File: config.mk
export PLATFORM = sky130hd
export DESIGN_NAME = shift_add_mult
export DESIGN_NICKNAME = d
export VERILOG_FILES = /design/src/rtl/mult_pkg.sv /design/src/rtl/mult_addsub.sv /design/src/rtl/shift_add_mult.sv
export SDC_FILE = /design/constraint.sdc
export NUM_CORES = 1
export LEC_CHECK = 0
export ABC_AREA = 0
export CORE_MARGIN = 5
export CORE_UTILIZATION = 48
export CTS_CLUSTER_DIAMETER = 80
export CTS_CLUSTER_SIZE = 30
export DETAILED_ROUTE_END_ITERATION = 10
export GPL_TIMING_DRIVEN = 0
export PLACE_DENSITY = 0.91
export SKIP_CTS_REPAIR_TIMING = 1
export SYNTH_ARGS = -nofsm -noshare
export SYNTH_HDL_FRONTEND = slang
export SYNTH_HIERARCHICAL = 1
export SYNTH_SLANG_ARGS = --single-unit
File: constraint.sdc
create_clock -name Clk -period 3.4 [get_ports Clk]
set_input_delay 0.68 -clock Clk [delete_from_list [all_inputs] [get_ports Clk]]
set_output_delay 0.68 -clock Clk [all_outputs]
set_load 0.01 [all_outputs]
File: src/rtl/mult_pkg.sv
// Shared types and helpers for the sequential shift-add multiplier.
package mult_pkg;

  typedef enum logic [1:0] {
    IDLE = 2'd0,
    CALC = 2'd1,
    DONE = 2'd2
  } state_t;

  // Iteration counter width; a 1-bit minimum keeps degenerate widths legal.
  function automatic int unsigned cnt_width(input int unsigned w);
    return (w < 2) ? 1 : $clog2(w);
  endfunction

endpackage

File: src/rtl/mult_addsub.sv
// WIDTH+1-bit adder/subtractor; operands are sign- or zero-extended by one bit.
module mult_addsub #(
  parameter int unsigned WIDTH = 8
) (
  input  logic [WIDTH-1:0] i_a,
  input  logic [WIDTH-1:0] i_b,
  input  logic             i_sub,
  input  logic             i_signed,
  output logic [WIDTH:0]   o_sum
);

  logic [WIDTH:0] w_a;
  logic [WIDTH:0] w_b;

  // Extend both operands, then add or subtract at full WIDTH+1 precision.
  always_comb begin
    w_a   = {i_signed & i_a[WIDTH-1], i_a};
    w_b   = {i_signed & i_b[WIDTH-1], i_b};
    o_sum = i_sub ? (w_a - w_b) : (w_a + w_b);
  end

endmodule

File: src/rtl/shift_add_mult.sv
// Sequential shift-add multiplier: one partial product per clock, signed or unsigned.
module shift_add_mult
  import mult_pkg::*;
#(
  parameter int unsigned WIDTH = 8
) (
  input  logic                 Clk,
  input  logic                 Reset,
  input  logic                 Start,
  input  logic                 Signed_Mode,
  input  logic [WIDTH-1:0]     Multiplicand,
  input  logic [WIDTH-1:0]     Multiplier,
  output logic                 Busy,
  output logic                 Done,
  output logic [2*WIDTH-1:0]   Product,
  output logic [WIDTH-1:0]     Aval,
  output logic [WIDTH-1:0]     Bval,
  output logic                 X
);

  localparam int unsigned   CW   = cnt_width(WIDTH);
  localparam logic [CW-1:0] LAST = CW'(WIDTH - 1);

  state_t           r_state;
  state_t           w_next;
  logic             w_load;
  logic [WIDTH-1:0] r_a;
  logic [WIDTH-1:0] r_b;
  logic [WIDTH-1:0] r_m;
  logic             r_x;
  logic             r_signed;
  logic [CW-1:0]    r_cnt;
  logic             w_last;
  logic             w_sub;
  logic [WIDTH:0]   w_sum;
  logic [WIDTH:0]   w_s;

  assign w_last = (r_cnt == LAST);
  // The multiplier's MSB carries negative weight in two's complement.
  assign w_sub  = r_signed & w_last;
  assign w_s    = r_b[0] ? w_sum : {r_x, r_a};

  mult_addsub #(.WIDTH(WIDTH)) u_addsub (
    .i_a      (r_a),
    .i_b      (r_m),
    .i_sub    (w_sub),
    .i_signed (r_signed),
    .o_sum    (w_sum)
  );

  // State register.
  always_ff @(posedge Clk) begin
    if (Reset) r_state <= IDLE;
    else       r_state <= w_next;
  end

  // Next-state decode and operand-load strobe.
  always_comb begin
    w_next = r_state;
    w_load = 1'b0;
    case (r_state)
      IDLE: if (Start) begin
        w_next = CALC;
        w_load = 1'b1;
      end
      CALC: if (w_last) w_next = DONE;
      DONE: begin
        if (Start) begin
          w_next = CALC;
          w_load = 1'b1;
        end else begin
          w_next = IDLE;
        end
      end
      default: w_next = IDLE;
    endcase
  end

  // Datapath: load operands, then shift {X, A, B} right once per CALC cycle.
  always_ff @(posedge Clk) begin
    if (Reset) begin
      r_a      <= '0;
      r_b      <= '0;
      r_m      <= '0;
      r_x      <= 1'b0;
      r_signed <= 1'b0;
      r_cnt    <= '0;
    end else if (w_load) begin
      r_a      <= '0;
      r_b      <= Multiplier;
      r_m      <= Multiplicand;
      r_x      <= 1'b0;
      r_signed <= Signed_Mode;
      r_cnt    <= '0;
    end else if (r_state == CALC) begin
      r_x      <= r_signed & w_s[WIDTH];
      r_a      <= w_s[WIDTH:1];
      r_b      <= {w_s[0], r_b[WIDTH-1:1]};
      r_cnt    <= r_cnt + 1'b1;
    end
  end

  assign Busy    = (r_state == CALC);
  assign Done    = (r_state == DONE);
  assign Product = {r_a, r_b};
  assign Aval    = r_a;
  assign Bval    = r_b;
  assign X       = r_x;

endmodule

==> results of run 1 <==
-- layout make-up --
type | count | area [µm²] | share of cell area, %
tap | 50 | 62.6 | 2.31
inverter | 9 | 41.3 | 1.53
timing repair buffer | 54 | 541 | 20.0
buffer | 28 | 224 | 8.28
clock inverter | 1 | 5.00 | 0.185
clock buffer | 6 | 82.6 | 3.05
sequential | 31 | 621 | 22.9
multi-input combinational | 163 | 1130 | 41.7
-- cells in the final DEF, fill, tap and decap left out, types with 3 or more instances in the layout --
cell type | synthesis | final
clkdlybuf4s50_1 | 0 | 54
dfxtp_1 | 31 | 31
a21oi_1 | 27 | 27
nand2_1 | 23 | 23
buf_4 | 20 | 20
nor2_1 | 16 | 16
xnor2_1 | 11 | 11
ha_1 | 11 | 11
a22oi_1 | 9 | 9
mux2i_1 | 8 | 8
nand3_1 | 8 | 8
inv_1 | 8 | 8
a211oi_2 | 6 | 6
clkbuf_8 | 0 | 6
nor2b_1 | 5 | 5
buf_6 | 4 | 4
o21ai_0 | 4 | 4
nor3_1 | 4 | 4
nand2b_1 | 3 | 3
o21a_1 | 3 | 3
-- logic make-up (layout without fill, tap and decap cells) --
logic type / count (synthesis) / after routing / share of synthesized area, %
compound gates: 58 / 58 / 19.8
xor+xnor: 12 / 12 / 5.21
simple gates: 71 / 71 / 18.0
mux: 10 / 10 / 5.08
buf+inv: 38 / 98 / 13.3
fa+ha+maj: 12 / 12 / 7.81
flops: 31 / 31 / 30.8
-- flip-flops by register name, indices dropped and copies added (netlist names) --
name and flops:
r_state 2, r_m 8, r_cnt 3, X 1
r_signed 1, Bval 8, Aval 8
-- final timing paths --
kind	from	to	slack, ns	depth (start not counted)
worst max-delay path	r_cnt[0]$_SDFFE_PP0P_	Aval[7]$_SDFFE_PP0P_	0.32	12
worst min-delay path	r_cnt[2]$_SDFFE_PP0P_	r_cnt[2]$_SDFFE_PP0P_	0.47	2
worst max register to register	r_cnt[0]$_SDFFE_PP0P_	Aval[7]$_SDFFE_PP0P_	0.32	12
worst min register to register	r_cnt[2]$_SDFFE_PP0P_	r_cnt[2]$_SDFFE_PP0P_	0.47	2
-- layer usage --
layer	share of wire, %	vias to the layer above	track usage (%)
li1	-	900	-
met1	43	828	22.2
met2	51	47	30.5
met3	4.6	6	5.07
met4	1.3	0	8.30
met5	0	-	0
-- power by group through the flow --
stage	Clock (W)	Sequential (W)	Combinational (W)
floorplan	0	0.000419	0.000269
global placement	0	0.000417	0.000378
detailed placement	0	0.000419	0.000391
CTS	0.000301	0.000411	0.000392
global route	0.000321	0.000415	0.000428
finish	0.000292	0.000411	0.000392
-- per-stage QoR --
stage | worst slack, ns | total power, W | utilization [%]
6_report | 0.315 | 0.00109 | 67.1
5_1_grt | 0.00655 | 0.00116 | 67.1
4_1_cts | 0.212 | 0.00110 | 67.2
3_5_place_dp | 0.241 | 0.000810 | 65.1
3_3_place_gp | 0.276 | 0.000795 | 65.1
2_1_floorplan | 0.543 | 0.000687 | -
-- critical path, cell delays in order (launching register included) --
cell      delay [ns]
dfxtp_1         0.36
ha_1            0.16
ha_1            0.21
and2_1          0.35
mux2_2          0.41
fa_1            0.47
nor2b_4         0.14
o31a_1          0.19
nand2b_4        0.16
a31oi_4         0.08
xnor2_1         0.14
a211oi_1        0.24
nor3_1          0.08
==> flow_summary.yaml, run 1 <==
cells_and_area:
  diodes: 0
  drive_gt1_share_pct: 16.8
  fin_area_um2: 2710
  fin_nets: 324
  area_delta_synth_final_pct: 34.0
  fillers: 353
  fin_cells: 342
global_routing:
  antenna_found_initial: 0
  grt_max_degree: 11
  overflow: 0
  grt_pass1_wl_um: 7900
  grt_util_all_layers_pct: 18.4
  first_global_vias: 1815
setup_path:
  critical_path_arrival_ns: 3.25
  path_max_fanout: 10
  worstPathRequired_ns: 3.57
  worst-setup-path-type: "register to register"
  start_kind: "register"
  end_kind: "register"
yosys:
  ys_async_sr_fraction_pct: 0
  ys_ff_latch: 31
  ys_top_cells_by_area: "dfxtp_1, buf_4, ha_1"
  yosys_warnings: 6
  synth_cells: 232
  synth_most_common_cell: "dfxtp_1"
  synth_edf_count: 0
  synth.top_cells.by_count: "dfxtp_1, a21oi_1, nand2_1"
  avgSynthCellArea_um2: 8.70
  yosysTopAreaCell: "dfxtp_1"
  ys_types: 43
  synth_top_flop_cell: "dfxtp_1"
  synth_nets: 264
  ys_seq_area_share_pct: 30.8
  synth.top_cell.area_share_pct: 30.8
  synth_area_um2: 2020
floorplan:
  rows: 23
  top_level_ports: 55
  start_util_pct: 50.1
  fp.dieH_um: 74.8
  die_w_um: 74.8
  coreArea_um2: 4030
  die_area_um2: 5600
sta:
  setup_tns_ns: 0
  rsz0062_at_grt: "no"
  timing.final.crit_share_pct: 90.7
  final_hold_viol_count: 0
  drv_slew: 0
  whs_ns: 0.470
  setup_violations: 0
  fin_skew_ns: 0.00683
  fmax_ghz: 0.324
  post-route-min-period_ns: 3.08
  slew_headroom_pct: 70.3
  worst_pin_slew_ns: 0.441
power_and_ir_drop:
  p_sw_w: 0.000341
  comb_power_share_pct: 35.8
  p_clk_share_pct: 26.7
  intPower_w: 0.000753
  leakage_nw: 1.04
  power_per_cell_area_nw_per_um2: 405
  p_seq_share_pct: 37.6
  swShare_pct: 31.2
  peakVddDrop_mv: 0.266
outcome:
  outcome: "finished clean"
hold_path:
  hold_path_class: "register to register"
clocking:
  path_clk_slew_ns: 0.06
  numClockSinks: 31
  cts_inserted_buffers: 5
  cts-root-buf: "clkbuf_8"
  clockBufferDepth: 2
  htreeDepth: 2
  clk_latency_ns: 0.29
  cts_tree: "built"
detailed_routing:
  first_pass_iters: 4
  ant_nets: 0
  drc: 0
  drt_iter0_drc: 72
  vias: 1781
  avgRoutedWirePerCell_um: 13.8
  via_per_inst: 5.21
  routed_wl_um: 4720
job:
  maxCapViolations: 0
placed_design:
  place_area_um2: 2620
  post-dp-hpwl_um: 3760
  port-buffer-count: 54
  dp_cells: 336
  gp_congestion: 0.849
No activity file was read; power rests on OpenSTA's default activity.
==> run 2: changes to the inputs <==
Settings changed: CAP_MARGIN from default to 20.
==> results of run 2 <==
No change in the layout: final DEF, timing and power equal those of run 1.
